==> config.mk <==
export PLATFORM = sky130hd
export DESIGN_NAME = rca_bist_gen
export DESIGN_NICKNAME = d
export VERILOG_FILES = /design/src/rtl/rca_bist_gen.sv
export SDC_FILE = /design/constraint.sdc
export NUM_CORES = 1
export LEC_CHECK = 0
export CAP_MARGIN = 20
export CORE_UTILIZATION = 46
export CTS_CLUSTER_DIAMETER = 100
export DETAILED_ROUTE_END_ITERATION = 10
export PLACE_DENSITY_LB_ADDON = 0.3
export SYNTH_ARGS = -nofsm -noshare
export SYNTH_HDL_FRONTEND = slang
export SYNTH_SLANG_ARGS = --single-unit
==> constraint.sdc <==
create_clock -name clk -period 2.4 [get_ports clk]
set_clock_uncertainty 0.15 [all_clocks]
set_input_delay 0.36 -clock clk [delete_from_list [all_inputs] [get_ports clk]]
set_output_delay 0.36 -clock clk [all_outputs]
set_load 0.03 [all_outputs]
==> src/rtl/rca_bist_gen.sv <==
// rca_bist_gen: built-in self-test sequencer for a 4-slice ripple-carry adder.
// It walks a pattern set onto ta/tb/tcin and waits SETTLE_CYC cycles. It then
// compares the per-slice sum and carry outputs against a golden carry chain.
// Define RCA_BIST_EXHAUSTIVE_EN to run all 512 {tcin,tb,ta} combinations.
// Without it, the sequencer runs a fixed set of 8 directed patterns.
//
// Handshake: start is a single-cycle pulse. It is accepted only in IDLE or DONE.
// Pulses that arrive while a run is in progress are dropped. init is a
// synchronous reset that overrides start and aborts any run in progress.
module rca_bist_gen #(
    parameter int unsigned SETTLE_CYC = 1
) (
    input  logic       clk,
    input  logic       init,
    input  logic       start,
    output logic [3:0] ta,
    output logic [3:0] tb,
    output logic       tcin,
    input  logic [3:0] dut_sum,
    input  logic [3:0] dut_cout,
    output logic       test,
    output logic [7:0] comp,
    output logic       done,
    output logic       pass,
    output logic [2:0] dbg_state_o
);

    typedef enum logic [2:0] {
        S_IDLE    = 3'd0,
        S_APPLY   = 3'd1,
        S_SETTLE  = 3'd2,
        S_COMPARE = 3'd3,
        S_DONE    = 3'd4
    } state_t;

`ifdef RCA_BIST_EXHAUSTIVE_EN
    localparam logic [8:0] LAST_PAT = 9'd511;
`else
    localparam logic [8:0] LAST_PAT = 9'd7;
`endif
    localparam logic [3:0] SETTLE_LAST = 4'(SETTLE_CYC - 1);

    state_t     state_q;
    logic [8:0] pat_q;
    logic [3:0] settle_q;
    logic       pass_acc_q;
    logic [3:0] ta_q;
    logic [3:0] tb_q;
    logic       tcin_q;
    logic       test_q;
    logic [7:0] comp_q;
    logic       done_q;
    logic       pass_q;

    logic [3:0] gold_s_d;
    logic [3:0] gold_c_d;
    logic       carry_d;
    logic [8:0] pat_inc_d;

    // Pattern index to {tcin, tb, ta} operand word.
    function automatic logic [8:0] pattern_of(input logic [8:0] idx);
`ifdef RCA_BIST_EXHAUSTIVE_EN
        return idx;
`else
        case (idx)
            9'd0:    return 9'h000;  // a=0 b=0 cin=0
            9'd1:    return 9'h10F;  // a=F b=0 cin=1
            9'd2:    return 9'h1F0;  // a=0 b=F cin=1
            9'd3:    return 9'h0FF;  // a=F b=F cin=0
            9'd4:    return 9'h1FF;  // a=F b=F cin=1
            9'd5:    return 9'h0A5;  // a=5 b=A cin=0
            9'd6:    return 9'h15A;  // a=A b=5 cin=1
            9'd7:    return 9'h0F1;  // a=1 b=F cin=0
            default: return 9'h000;
        endcase
`endif
    endfunction

    assign pat_inc_d = pat_q + 9'd1;

    // Golden ripple chain over the operands currently driven to the adder.
    always_comb begin
        carry_d  = tcin_q;
        gold_s_d = '0;
        gold_c_d = '0;
        for (int i = 0; i < 4; i++) begin
            gold_s_d[i] = ta_q[i] ^ tb_q[i] ^ carry_d;
            carry_d     = (ta_q[i] & tb_q[i]) | (ta_q[i] & carry_d) | (tb_q[i] & carry_d);
            gold_c_d[i] = carry_d;
        end
    end

    // Sequencer FSM. All outputs are registered and updated together with state.
    always_ff @(posedge clk) begin
        if (init) begin
            state_q    <= S_IDLE;
            pat_q      <= '0;
            settle_q   <= '0;
            pass_acc_q <= 1'b0;
            ta_q       <= '0;
            tb_q       <= '0;
            tcin_q     <= 1'b0;
            test_q     <= 1'b0;
            comp_q     <= '0;
            done_q     <= 1'b0;
            pass_q     <= 1'b0;
        end else begin
            // A mismatch vector lives for exactly the one COMPARE cycle.
            comp_q <= '0;
            case (state_q)
                S_IDLE, S_DONE: begin
                    if (start) begin
                        pat_q                <= '0;
                        pass_acc_q           <= 1'b1;
                        done_q               <= 1'b0;
                        pass_q               <= 1'b0;
                        {tcin_q, tb_q, ta_q} <= pattern_of(9'd0);
                        test_q               <= 1'b1;
                        state_q              <= S_APPLY;
                    end
                end
                S_APPLY: begin
                    settle_q <= '0;
                    state_q  <= S_SETTLE;
                end
                S_SETTLE: begin
                    settle_q <= settle_q + 4'd1;
                    if (settle_q == SETTLE_LAST) begin
                        comp_q  <= {dut_cout ^ gold_c_d, dut_sum ^ gold_s_d};
                        state_q <= S_COMPARE;
                    end
                end
                S_COMPARE: begin
                    if (|comp_q) begin
                        pass_acc_q <= 1'b0;
                    end
                    if (pat_q == LAST_PAT) begin
                        // The last pattern's mismatch is folded in directly.
                        pass_q  <= pass_acc_q & ~(|comp_q);
                        done_q  <= 1'b1;
                        test_q  <= 1'b0;
                        ta_q    <= '0;
                        tb_q    <= '0;
                        tcin_q  <= 1'b0;
                        state_q <= S_DONE;
                    end else begin
                        pat_q                <= pat_inc_d;
                        {tcin_q, tb_q, ta_q} <= pattern_of(pat_inc_d);
                        state_q              <= S_APPLY;
                    end
                end
                default: state_q <= S_IDLE;
            endcase
        end
    end

    assign ta          = ta_q;
    assign tb          = tb_q;
    assign tcin        = tcin_q;
    assign test        = test_q;
    assign comp        = comp_q;
    assign done        = done_q;
    assign pass        = pass_q;
    assign dbg_state_o = state_q;

endmodule

-- Word-level counts from Yosys, hierarchy flattened
Memories as Yosys holds them, arrays and structs flattened.
Index checks and enable logic that the tools add are counted.
- $add $sub $neg: 2
- $mul: 0
- div/mod/pow operators: 0
- magnitude comparators: 0
- equal/unequal tests: 10
- shift operators: 0
- mux-type cells: 26
- bitwise gates (word level): 34
- reductions and logical operators: 13
- operators with widths (kind ; count):
    $mux 9 ; 3
    $pmux 4 s2 ; 3
    $pmux 9 s2 ; 1
    $and 1x1->1 ; 13
    $mux 4 ; 3
    $pmux 3 s4 ; 1
    $ne 2x2->1 const B ; 5
    $pmux 1 s2 ; 5
    $add 9x1->9 const B ; 1
    $eq 9x3->1 const B ; 1
    $mux 3 ; 3
    $reduce_and 3->1 ; 3
    $or 1x1->1 ; 8
    $reduce_or 8->1 ; 1
    $xor 1x1->1 ; 8
    $xor 4x4->4 ; 2
    $mux 1 ; 7
    $eq 3x2->1 const B ; 2
    $logic_not 6->1 ; 1
    $add 4x1->4 const B ; 1
    $logic_not 4->1 ; 1
    $reduce_and 2->1 ; 2
    $reduce_bool 2->1 ; 2
    $eq 3x1->1 const B ; 1
    5 further kinds ; 7
- register bits: 37
- latch bits: 0
- RAM bits: 0
- ROM bits: 72
- input port bits: 11
- output and inout port bits: 23
- logic and storage cells: 97
- memories kept: 1
- memories (memory ; words ; bits a word ; read ports ; clocked after Yosys merged registers in ; write ports ; line ; text):
    (name not given) ; 8 ; 9 ; 1 ; 0 ; 0 ; 65 ; case (idx)

-- Longest topological paths before layout
- depth in word-level cells: 13
- depth in mapped cells: 9
- mapped depth without buffers: 9

-- Least setup slack after synthesis
OpenSTA, ideal clock, no wires.
- path type: register to register
- start point: register tb_q[2] (netlist: tb[2])
- end point: register comp_q[3] (netlist: comp[3])
- arrival time: 2.289 ns
- required time: 2.126 ns
- path slack: -0.163 ns
- stages on the path, launching flop included: 10
- buffers on the path: 0
- period minus slack after synthesis: 2.563 ns
- path through: dfxtp_1 -> inv_1 -> fa_1 -> inv_1 -> fa_1 -> fa_1 -> inv_1 -> fa_1 -> xor2_1 -> nor2_1
- longest elaborated chain between the ends: 5
- elaborated cells on any way between the ends: 6
- RTL lines (item ; line ; text):
    from (decl) ; 48 ; logic [3:0] tb_q;
    from (signal assigned) ; 117 ; {tcin_q, tb_q, ta_q} <= pattern_of(9'd0);
    from (signal assigned) ; 148 ; {tcin_q, tb_q, ta_q} <= pattern_of(pat_inc_d);
    $and 1x1->1 ; 88 ; carry_d = (ta_q[i] & tb_q[i]) | (ta_q[i] & carry_d) | (tb_q[i] & carry_d);
    $or 1x1->1 ; 88 ;
    $or 1x1->1 * ; 88 ;
    $xor 1x1->1 * ; 87 ; gold_s_d[i] = ta_q[i] ^ tb_q[i] ^ carry_d;
    $xor 4x4->4 * ; 129 ; comp_q <= {dut_cout ^ gold_c_d, dut_sum ^ gold_s_d};
    to (signal assigned) ; 129 ;
    to (decl) ; 51 ; logic [7:0] comp_q;
Mark *: on every way between the ends. The rest lies on a longest branch, timed or not.
A chain may end at the register's enable or synchronous reset.

-- Worst setup path after layout
- start point: register ta_q[0] (netlist: ta[0])
- end point: register comp_q[3] (netlist: comp[3])
- longest elaborated chain between the ends: 11
- elaborated cells on any way between the ends: 14
- RTL lines (item ; line ; text):
    from (decl) ; 47 ; logic [3:0] ta_q;
    from (signal assigned) ; 117 ;
    from (signal assigned) ; 148 ;
    $and 1x1->1 ; 88 ;
    $or 1x1->1 * (2 in a row) ; 88 ;
    $and 1x1->1 ; 88 ;
    $or 1x1->1 ; 88 ;
    $or 1x1->1 * ; 88 ;
    $and 1x1->1 ; 88 ;
    $or 1x1->1 ; 88 ;
    $or 1x1->1 * ; 88 ;
    $xor 1x1->1 * ; 87 ;
    $xor 4x4->4 * ; 129 ;
Marked as above.

==> out/metrics.cfg <==
[synth]
synth_area_sq_um=1790
synth_area_leaders=dfxtp_1, nand2_1, a21oi_1, fa_1, nor2_1
synth.most_common_cell=dfxtp_1
yosysTopAreaCell=dfxtp_1
synth_edf_count=0
ys_seq_area_share_pct=38.1
synth_top_area_share_pct=38.1
post_synth.cell_area_avg_sq_um=8.39
postSynthCellCount=213
ys_seq_elements=34
synthArstFlopShare_pct=0
yosysWarningCount=0
post_synth_num_cell_types=44
synth.net_count=233
synth_common_cells=dfxtp_1, nand2_1, nor2_1
ys.flop_type=dfxtp_1

[critical_path]
crit_arrival_ns=2.37
cp_top_family=adder cells
crit_path_top_delay_cell=fa_1
start_kind=register
path_class=reg2reg
required_ns=2.42
r2r_end=comp[3]
crit_start=ta[0]
timing.critical_path.buf_inv=3
rr_worst_depth=9
crit_path_end_kind=register
reg2reg_from=ta[0]
path_max_fanout=2
cp-endpoint=comp[3]
reg2reg_setup_slack_ns=0.05
cp.depth=9
max_stage_delay_ns=0.43
path_cells=inv_2, fa_2, inv_2, fa_2, fa_2, inv_2, fa_1, xor2_1, nor2_1

[clock_tree]
htree_levels=2
cts_tree=yes
clockBufferDepth=2
numCtsBuffers=5
root_buffer=clkbuf_8
clk_pin_slew_ns=0.07
clk_latency_ns=0.29
cts.sink_count=34

[final_layout]
antenna_cells=0
drive_gt1_share_pct=20.6
area_growth_pct=33.1
n_fill_cell=336
nNetsFinal=281

[timing]
setup_viol=0
fmax_ghz=0.426
tns_ns=0
setup_ws_ns=0.0511
period_needed_ns=2.35
fin_crit_sh_pct=97.9
slew_violations=0
tightestPinTransition_ns=0.509
hold_violations=0
timing.max_slew.rel_slack_pct=66.0

[run]
cap_viol_max_count=0

[place]
place_congestion=0.815
portBuffers=33
hpwl_um=2980
dp_slack_ns=-0.0345

[power_and_ir_drop]
ir_worst_vdd_mv=0.300
p_leak_nw=0.878
power_density_nw_per_um2=575
totalPowerFinal_w=0.00137

[detailed_routing]
via_per_inst=5.19
via_count=1608
wirelength_um=4020
drtIter0Drc=62
drc_errors=0
ant_nets=0
firstDrtPassIters=4
avgRoutedWirePerCell_um=13.0

[run_status]
outcome=completed

[floorplan]
die_x_um=64.3
core_sq_um=3690
ios=34
initial_core_util_pct=48.5
fp.dieH_um=64.3
die_area_sq_um=4140
fp-row-count=22

[grt]
antenna_found_initial=0
first_global_vias=1536
grt_pass1_wl_um=6890
grt_remaining_overflow=0
track_usage_pct=21.2
grt_max_degree=15

[worst_hold_path]
hp-class=reg2reg

[through the flow]
stage	std cells	hold WS, ns	area (sq um)	utilization (%)
6_report	310	0.305	2380	64.5
5_1_grt	310	0.340	2380	64.5
4_1_cts	308	0.309	2360	64.1
3_5_place_dp	295	0.299	2230	60.4
3_3_place_gp	295	0.300	2230	60.4
2_1_floorplan	213	0.327	1800	-
[worst reg2reg max path, cell delays in order (launching register included)]
cell and delay, ns:
dfxtp_4 0.35, inv_2 0.06, fa_2 0.22, inv_2 0.04, fa_2 0.35, fa_2 0.36, inv_2 0.07, fa_1 0.43
xor2_1 0.15, nor2_1 0.05
[state kept, by name, summed over array words and instances, names as in the netlist]
| register | cells |
|---|---|
| pat_q | 9 |
| comp | 8 |
| settle_q | 4 |
| dbg_state_o | 3 |
| ta | 3 |
| tb | 2 |
| done | 1 |
| pass | 1 |
| pass_acc_q | 1 |
| tcin | 1 |
| test | 1 |
[per-layer routing]
| layer | global-route usage, % | share of wire [%] | vias to the layer above | routed length (um) |
|---|---|---|---|---|
| li1 | - | - | 832 | - |
| met2 | 36.1 | 51 | 19 | 2060 |
| met3 | 4.46 | 2.3 | 7 | 92 |
| met5 | 0 | 0 | - | 0 |
| met1 | 26.7 | 46 | 750 | 1840 |
| met4 | 6.39 | 0.82 | 0 | 33 |
[timing repair]
action	CTS	global route
pin swaps	5	3
hold buffers	0	0
buffers inserted	5	2
gates resized for setup	6	0
setup endpoints to repair	1	1
[power by group]
part           leakage, nW  internal (W)  switching, W
Sequential           0.277      0.000593     0.0000254
Combinational        0.553      0.000136      0.000177
Clock               0.0472      0.000230      0.000206
Total                0.878      0.000959      0.000408
[cell type report]
cell class	count	area, sq um	area share, %
clock buffers	6	82.6	3.47
clock inverters	2	12.5	0.526
inverters	13	48.8	2.05
multi-input cells	154	1010	42.3
flip-flops and latches	34	689	29.0
well taps	48	60.1	2.52
repair buffers	53	480	20.2
[cell usage in the layout, fill, tap and decap left out, drive strengths merged, types with 2 or more instances in the layout]
master         instances
buf                   20
ha                     5
nor2                  20
or3                    2
a21oi                 18
o21ai                 16
clkbuf                 6
fa                     4
a41oi                  2
a31o                   2
clkdlybuf4s50         33
a211oi                 2
nand3                  3
nor3                   3
dfxtp                 34
and2                   2
nand2                 29
nand3b                 3
xnor2                  7
a21o                   2
a311oi                 3
nor4                   3
xor2                   5
a31oi                  4
or4                    2
inv                   13
nand4                  4
[how the worst min path moves through the flow]
stage	cells past startpoint	slack, ns	start	to
after detailed placement	2	0.30	test	test
after CTS	2	0.31	test	test
after floorplan	2	0.33	settle_q[3]	settle_q[3]
after global placement	2	0.30	test	test
after global routing	2	0.34	done	done
final	2	0.31	test	test
[cells by family after synthesis]
family                   after synthesis  synth area share, %
AO/OA/AOI/OAI                         52                 18.7
adder cells (fa/ha/maj)                9                 7.98
flip-flops                            34                 38.1
XOR/XNOR                              12                 5.88
buffers and inverters                 25                 6.09
AND/OR/NAND/NOR                       79                 22.1
multiplexers                           2                 1.19
(Power assumes the default switching activity.)
